File: src/rtl/dmem_pkg.sv
// Shared types and helpers for the data-side port B initiator of the I/D BRAM.
package dmem_pkg;

  typedef enum logic [1:0] {
    SZ_B   = 2'b00,
    SZ_H   = 2'b01,
    SZ_W   = 2'b10,
    SZ_ILL = 2'b11
  } mem_size_e;

  typedef enum logic [1:0] {
    ST_IDLE    = 2'b00,
    ST_RD_WAIT = 2'b01,
    ST_RESP    = 2'b10
  } lsu_state_e;

  // Byte-lane write enables for an access of the given size at a byte offset.
  function automatic logic [3:0] byte_mask(input mem_size_e size, input logic [1:0] offset);
    logic [3:0] mask;
    case (size)
      SZ_B:    mask = 4'b0001 << offset;
      SZ_H:    mask = 4'b0011 << offset;
      SZ_W:    mask = 4'b1111;
      default: mask = 4'b0000;
    endcase
    return mask;
  endfunction

endpackage

File: src/rtl/dmem_lsu_port_load_align.sv
// Combinational load aligner: picks the addressed lanes out of a BRAM word and extends them.
module load_align
  import dmem_pkg::*;
(
  input  logic [31:0] rdata,
  input  logic [1:0]  offset,
  input  mem_size_e   size,
  input  logic        is_unsigned,
  output logic [31:0] result
);

  logic [31:0] shifted_s;

  // Shift the addressed byte down to lane 0, then truncate and extend.
  always_comb begin
    shifted_s = rdata >> {offset, 3'b000};
    case (size)
      SZ_B: begin
        if (is_unsigned) begin
          result = {24'h000000, shifted_s[7:0]};
        end else begin
          result = {{24{shifted_s[7]}}, shifted_s[7:0]};
        end
      end
      SZ_H: begin
        if (is_unsigned) begin
          result = {16'h0000, shifted_s[15:0]};
        end else begin
          result = {{16{shifted_s[15]}}, shifted_s[15:0]};
        end
      end
      SZ_W:    result = shifted_s;
      default: result = 32'h0000_0000;
    endcase
  end

endmodule

File: src/rtl/dmem_lsu_port.sv
// Core LSU to BRAM port B initiator: one request at a time, absorbs the one-cycle read latency.
module dmem_lsu_port
  import dmem_pkg::*;
#(
  parameter int ADDR_WIDTH = 15,
  parameter int DATA_WIDTH = 32
) (
  input  logic                  clk,
  input  logic                  rst_n,
  input  logic                  req_valid,
  output logic                  req_ready,
  input  logic                  req_we,
  input  logic [31:0]           req_addr,
  input  logic [1:0]            req_size,
  input  logic                  req_unsigned,
  input  logic [31:0]           req_wdata,
  output logic                  rsp_valid,
  input  logic                  rsp_ready,
  output logic [31:0]           rsp_rdata,
  output logic                  rsp_err,
  output logic                  mem_en,
  output logic [3:0]            mem_we,
  output logic [ADDR_WIDTH-1:0] mem_addr,
  output logic [DATA_WIDTH-1:0] mem_wdata,
  input  logic [DATA_WIDTH-1:0] mem_rdata
);

  lsu_state_e  state_r, state_next_s;
  mem_size_e   size_s, size_r;
  logic [1:0]  off_r;
  logic        uns_r;
  logic        accept_s, err_s;
  logic        rsp_valid_r, rsp_err_r;
  logic [31:0] rsp_rdata_r, align_s;

  assign size_s   = mem_size_e'(req_size);
  assign accept_s = req_valid & req_ready;

  // Request legality: size, natural alignment and BRAM address range.
  always_comb begin
    err_s = 1'b0;
    case (size_s)
      SZ_B:    err_s = 1'b0;
      SZ_H:    err_s = req_addr[0];
      SZ_W:    err_s = |req_addr[1:0];
      default: err_s = 1'b1;
    endcase
    if (|req_addr[31:ADDR_WIDTH]) begin
      err_s = 1'b1;
    end else begin
      err_s = err_s;
    end
  end

  // FSM state register.
  always_ff @(posedge clk or negedge rst_n) begin
    if (!rst_n) begin
      state_r <= ST_IDLE;
    end else begin
      state_r <= state_next_s;
    end
  end

  // FSM next-state logic.
  always_comb begin
    state_next_s = state_r;
    case (state_r)
      ST_IDLE: begin
        if (accept_s) begin
          state_next_s = (err_s || req_we) ? ST_RESP : ST_RD_WAIT;
        end else begin
          state_next_s = ST_IDLE;
        end
      end
      ST_RD_WAIT: state_next_s = ST_RESP;
      ST_RESP: begin
        if (rsp_ready) begin
          state_next_s = ST_IDLE;
        end else begin
          state_next_s = ST_RESP;
        end
      end
      default: state_next_s = ST_IDLE;
    endcase
  end

  // FSM outputs: BRAM strobes only in the accepting cycle of a legal request.
  always_comb begin
    req_ready = (state_r == ST_IDLE);
    mem_addr  = {req_addr[ADDR_WIDTH-1:2], 2'b00};
    if (accept_s && !err_s) begin
      mem_en = 1'b1;
      mem_we = req_we ? byte_mask(size_s, req_addr[1:0]) : 4'b0000;
    end else begin
      mem_en = 1'b0;
      mem_we = 4'b0000;
    end
    case (size_s)
      SZ_B:    mem_wdata = {4{req_wdata[7:0]}};
      SZ_H:    mem_wdata = {2{req_wdata[15:0]}};
      default: mem_wdata = req_wdata;
    endcase
  end

  // Load attributes needed one cycle later by the aligner.
  always_ff @(posedge clk or negedge rst_n) begin
    if (!rst_n) begin
      off_r  <= 2'b00;
      size_r <= SZ_B;
      uns_r  <= 1'b0;
    end else if (accept_s && !err_s && !req_we) begin
      off_r  <= req_addr[1:0];
      size_r <= size_s;
      uns_r  <= req_unsigned;
    end
  end

  load_align u_load_align (
    .rdata       (mem_rdata),
    .offset      (off_r),
    .size        (size_r),
    .is_unsigned (uns_r),
    .result      (align_s)
  );

  // Response registers; held unchanged while waiting in RESP.
  always_ff @(posedge clk or negedge rst_n) begin
    if (!rst_n) begin
      rsp_valid_r <= 1'b0;
      rsp_rdata_r <= 32'h0000_0000;
      rsp_err_r   <= 1'b0;
    end else begin
      rsp_valid_r <= (state_next_s == ST_RESP);
      case (state_r)
        ST_IDLE: begin
          if (accept_s) begin
            rsp_rdata_r <= 32'h0000_0000;
            rsp_err_r   <= err_s;
          end
        end
        ST_RD_WAIT: begin
          rsp_rdata_r <= align_s;
          rsp_err_r   <= 1'b0;
        end
        default: begin
          rsp_rdata_r <= rsp_rdata_r;
          rsp_err_r   <= rsp_err_r;
        end
      endcase
    end
  end

  assign rsp_valid = rsp_valid_r;
  assign rsp_rdata = rsp_rdata_r;
  assign rsp_err   = rsp_err_r;

endmodule

File: config.mk
export PLATFORM = sky130hd
export DESIGN_NAME = dmem_lsu_port
export DESIGN_NICKNAME = d
export VERILOG_FILES = /design/src/rtl/dmem_pkg.sv /design/src/rtl/dmem_lsu_port_load_align.sv /design/src/rtl/dmem_lsu_port.sv
export SDC_FILE = /design/constraint.sdc
export NUM_CORES = 1
export LEC_CHECK = 0
export ABC_AREA = 1
export CAP_MARGIN = 20
export CORE_MARGIN = 2
export CORE_UTILIZATION = 38
export CTS_BUF_LIST = sky130_fd_sc_hd__clkbuf_4
export CTS_CLUSTER_SIZE = 28
export DETAILED_ROUTE_END_ITERATION = 16
export PLACE_DENSITY_LB_ADDON = 0.3
export SETUP_SLACK_MARGIN = 0.1
export SYNTH_ARGS = -nofsm -noshare
export SYNTH_HDL_FRONTEND = slang
export SYNTH_SLANG_ARGS = --single-unit
export TNS_END_PERCENT = 50
File: constraint.sdc
create_clock -name clk -period 2.4 [get_ports clk]
set_input_delay 0.72 -clock clk [delete_from_list [all_inputs] [get_ports clk]]
set_output_delay 0.72 -clock clk [all_outputs]
set_load 0.005 [all_outputs]
==> flow_metrics.tcl <==
set metrics [dict create \
    fin_skew_ps 17.6 \
    top_layer_used "met4" \
    h-tree-depth 2 \
    slew_headroom_pct 65.2 \
    n_antenna_cell 0 \
    clk_latency_ps 360 \
    wl_met1_um 3990 \
    synth_xor_area_share_pct 0 \
    rsz0062_at_grt "yes" \
    cap_violations 0 \
    slowest_delay_ps 150 \
    hold_viol 0 \
    ys_seq_area_share_pct 34.4 \
    final.setup.tns_ps -373 \
    start_util_pct 38.8 \
    std_cell_rows 32 \
    cp_top_family "simple AND/OR/NAND/NOR gates" \
    synth_simple_gate_area_share_pct 42.9 \
    gp_routability_congestion 0.897 \
    grt_pass1_wl_um 16300 \
    synthDistinctLibCells 26 \
    setup_viol_count_final 5 \
    place_ws_ps -776 \
    drtIter0Drc 177 \
    synthMuxAreaShare_pct 0 \
    synth_top_family_by_area "simple AND/OR/NAND/NOR gates" \
    syn_area_um2 2990 \
    layout.nets 732 \
    grt_max_degree 42 \
    fin_ws_ps -90.1 \
    wl_met2_um 5270 \
    synth_fa_ha_area_share_pct 0 \
    worst_pin_slew_ps 522 \
    slowest_stage "buf_6" \
    period_share_pct 104 \
    yosys_warnings 0 \
    synthesis.instances 466 \
    root_buffer "clkbuf_4" \
    routed_wl_um 10400 \
    outcome "complete, but fails checks" \
    synth-seq-cells 41 \
    startpoint_type "input pin" \
    avgSynthCellArea_um2 6.41 \
    ios 191 \
    p_per_area_nw_per_um2 313 \
    remaining_drc_errors 0 \
    layout_min_cycle_time_ps 2490 \
    drv_slew 0 \
    core_um2 7690 \
    cts_tree "built" \
    arrival_ps 1770 \
    cts_inserted_buffers 5 \
    avgViaCountPerCell 4.95 \
    clock-sinks 41 \
    grtUsageTotal_pct 23.4 \
    antenna_left 0 \
    cp-end-kind "output pin" \
    overflow 0 \
    first_global_vias 3608 \
    critical_path_buf_inv_count 3 \
    antenna_found_initial 0 \
    ir_worst_vdd_mv 0.189 \
    dr_total_vias 3617 \
    wl_per_cell_um 14.3 \
    fmax_mhz 402 \
    clockBufferDepth 2 \
    dr_wl_met3_um 889 \
    area_growth_pct 60.3 \
    clk_pin_slew_ps 120 \
    place_hpwl_um 7500 \
    post_route_cells_drive_above_1_share_pct 21.5 \
    hold_path_class "input pin to asynchronous set/reset pin" \
    io_buffer_count 162 \
    critPathKind "input pin to output pin" \
    synth_compound_area_share_pct 9.51 \
    cp_max_fo 3 \
    die_w_um 92.6 \
    die_height_um 92.6 \
    dr.pass1.iters 4 \
    crit_path_cell_trace "buf_6, nor2_1, nand2_1, nor2_1, nand2_2, nor2_4, nand3_2, buf_6, nor2_4, buf_2" \
    nFillCells 709 \
    worstPathRequired_ps 1680 \
    leakagePower_nw 2.52 \
    die_area_um2 8580 \
    violations "setup timing" \
]
registers in the layout, indices dropped and copies added, names as in the netlist:
signal / flops
size_r: 2
rsp_err: 1
off_r: 2
rsp_rdata: 32
state_r: 2
uns_r: 1
rsp_valid: 1
kinds of logic (layout without fill, tap and decap cells):
| logic type | after synthesis | in the layout |
|---|---|---|
| buffers and inverters | 72 | 233 |
| and+or+nand+nor | 308 | 308 |
| DFF | 41 | 41 |
| AOI/OAI and AO/OA | 44 | 44 |
| other | 1 | 2 |
cell usage after synthesis:
master | n | area (µm²)
conb_1 | 1 | 3.75
nand2_2 | 1 | 6.26
inv_2 | 4 | 15.0
a21oi_1 | 7 | 35.0
o21ai_2 | 2 | 17.5
dfrtp_1 | 41 | 1030
nand3b_1 | 1 | 7.51
a21oi_2 | 1 | 8.76
or2_4 | 1 | 8.76
nor2_4 | 2 | 22.5
buf_6 | 2 | 22.5
nand4_1 | 5 | 31.3
nor3_1 | 3 | 15.0
o21ai_0 | 13 | 65.1
buf_2 | 9 | 45.0
nor2_2 | 1 | 6.26
a211oi_1 | 1 | 7.51
clkbuf_1 | 7 | 26.3
nand3_2 | 5 | 50.1
buf_1 | 4 | 15.0
inv_1 | 21 | 78.8
nand3_1 | 39 | 195
nand2_1 | 225 | 845
nor2_1 | 25 | 93.8
o211ai_1 | 20 | 150
buf_4 | 25 | 188
layout by cell type, fill, tap and decap left out:
| cell type | count |
|---|---|
| clkbuf_2 | 5 |
| dfrtp_1 | 41 |
| o21ai_1 | 1 |
| buf_4 | 29 |
| dlymetal6s2s_1 | 6 |
| nand2_1 | 220 |
| or2_4 | 1 |
| buf_2 | 27 |
| nand2_2 | 6 |
| a21oi_2 | 2 |
| clkdlybuf4s15_1 | 3 |
| clkdlybuf4s50_1 | 94 |
| nor3_4 | 2 |
| a211oi_2 | 1 |
| o21ai_0 | 12 |
| nor3_1 | 1 |
| dlygate4sd2_1 | 13 |
| a21oi_1 | 6 |
| inv_2 | 10 |
| inv_4 | 1 |
| inv_1 | 14 |
| conb_1 | 2 |
| clkinvlp_4 | 1 |
| o211ai_1 | 20 |
| nand3_1 | 39 |
| nand3b_1 | 1 |
| nor2_1 | 14 |
| nand3_2 | 5 |
| o21ai_2 | 2 |
| nor2_2 | 5 |
| clkbuf_4 | 5 |
| clkinv_1 | 1 |
| nand4_1 | 5 |
| nor2_4 | 9 |
| buf_6 | 24 |
report_power, final:
group | switching, mW | leakage [nW] | internal (mW)
clock | 0.233 | 0.0247 | 0.106
sequential | 0.00335 | 0.564 | 0.696
combinational | 0.208 | 1.93 | 0.252
total | 0.445 | 2.52 | 1.05
per-layer routing:
layer / vias to the layer above / global-route usage, %
met5: - / 0
met4: 0 / 8.21
met3: 26 / 6.18
met2: 167 / 41.7
met1: 1640 / 27.2
li1: 1784 / -
layout make-up:
class	instances	area (µm²)	share of cell area [%]
repair buffers	201	1810	37.8
multi-input cells	354	1680	35.1
flip-flops and latches	41	1030	21.4
well taps	102	128	2.67
inverters	25	96.3	2.01
clock buffers	5	37.5	0.784
clock inverters	2	11.3	0.235
repair_timing:
| action | in CTS | in global routing |
|---|---|---|
| gates cloned | 1 | 0 |
| hold buffers | 0 | 0 |
| setup buffers | 12 | 4 |
| setup endpoints to repair | 37 | 29 |
| resized for setup | 200 | 51 |
| endpoints found under the hold margin | 0 | 0 |
| pin swaps | 23 | 23 |
worst paths after layout:
path,from,to,slack (ps),cells past startpoint
worst min-delay path,rst_n,rsp_rdata[17],410,2
worst min register to register,rsp_rdata[0],rsp_rdata[0],490,2
min in group clk,rsp_rdata[0],rsp_rdata[0],490,2
worst max register to register,off_r[1],rsp_rdata[31],550,6
worst max-delay path,req_addr[17],mem_we[1],-90,10
max in group asynchronous,rst_n,size_r[0],1620,2
per-stage QoR:
step | power [mW] | util (%) | std cells | hold slack, ps | instance area [µm²]
detailed placement | 1.16 | 60.0 | 707 | 466 | 4610
global route | 1.57 | 62.3 | 730 | 443 | 4790
global placement | 1.16 | 60.0 | 707 | 460 | 4610
finish | 1.50 | 62.3 | 730 | 414 | 4790
floorplan | 0.879 | - | 467 | 424 | 2990
CTS | 1.48 | 60.3 | 727 | 428 | 4640
No activity file was read; power rests on OpenSTA's default activity.
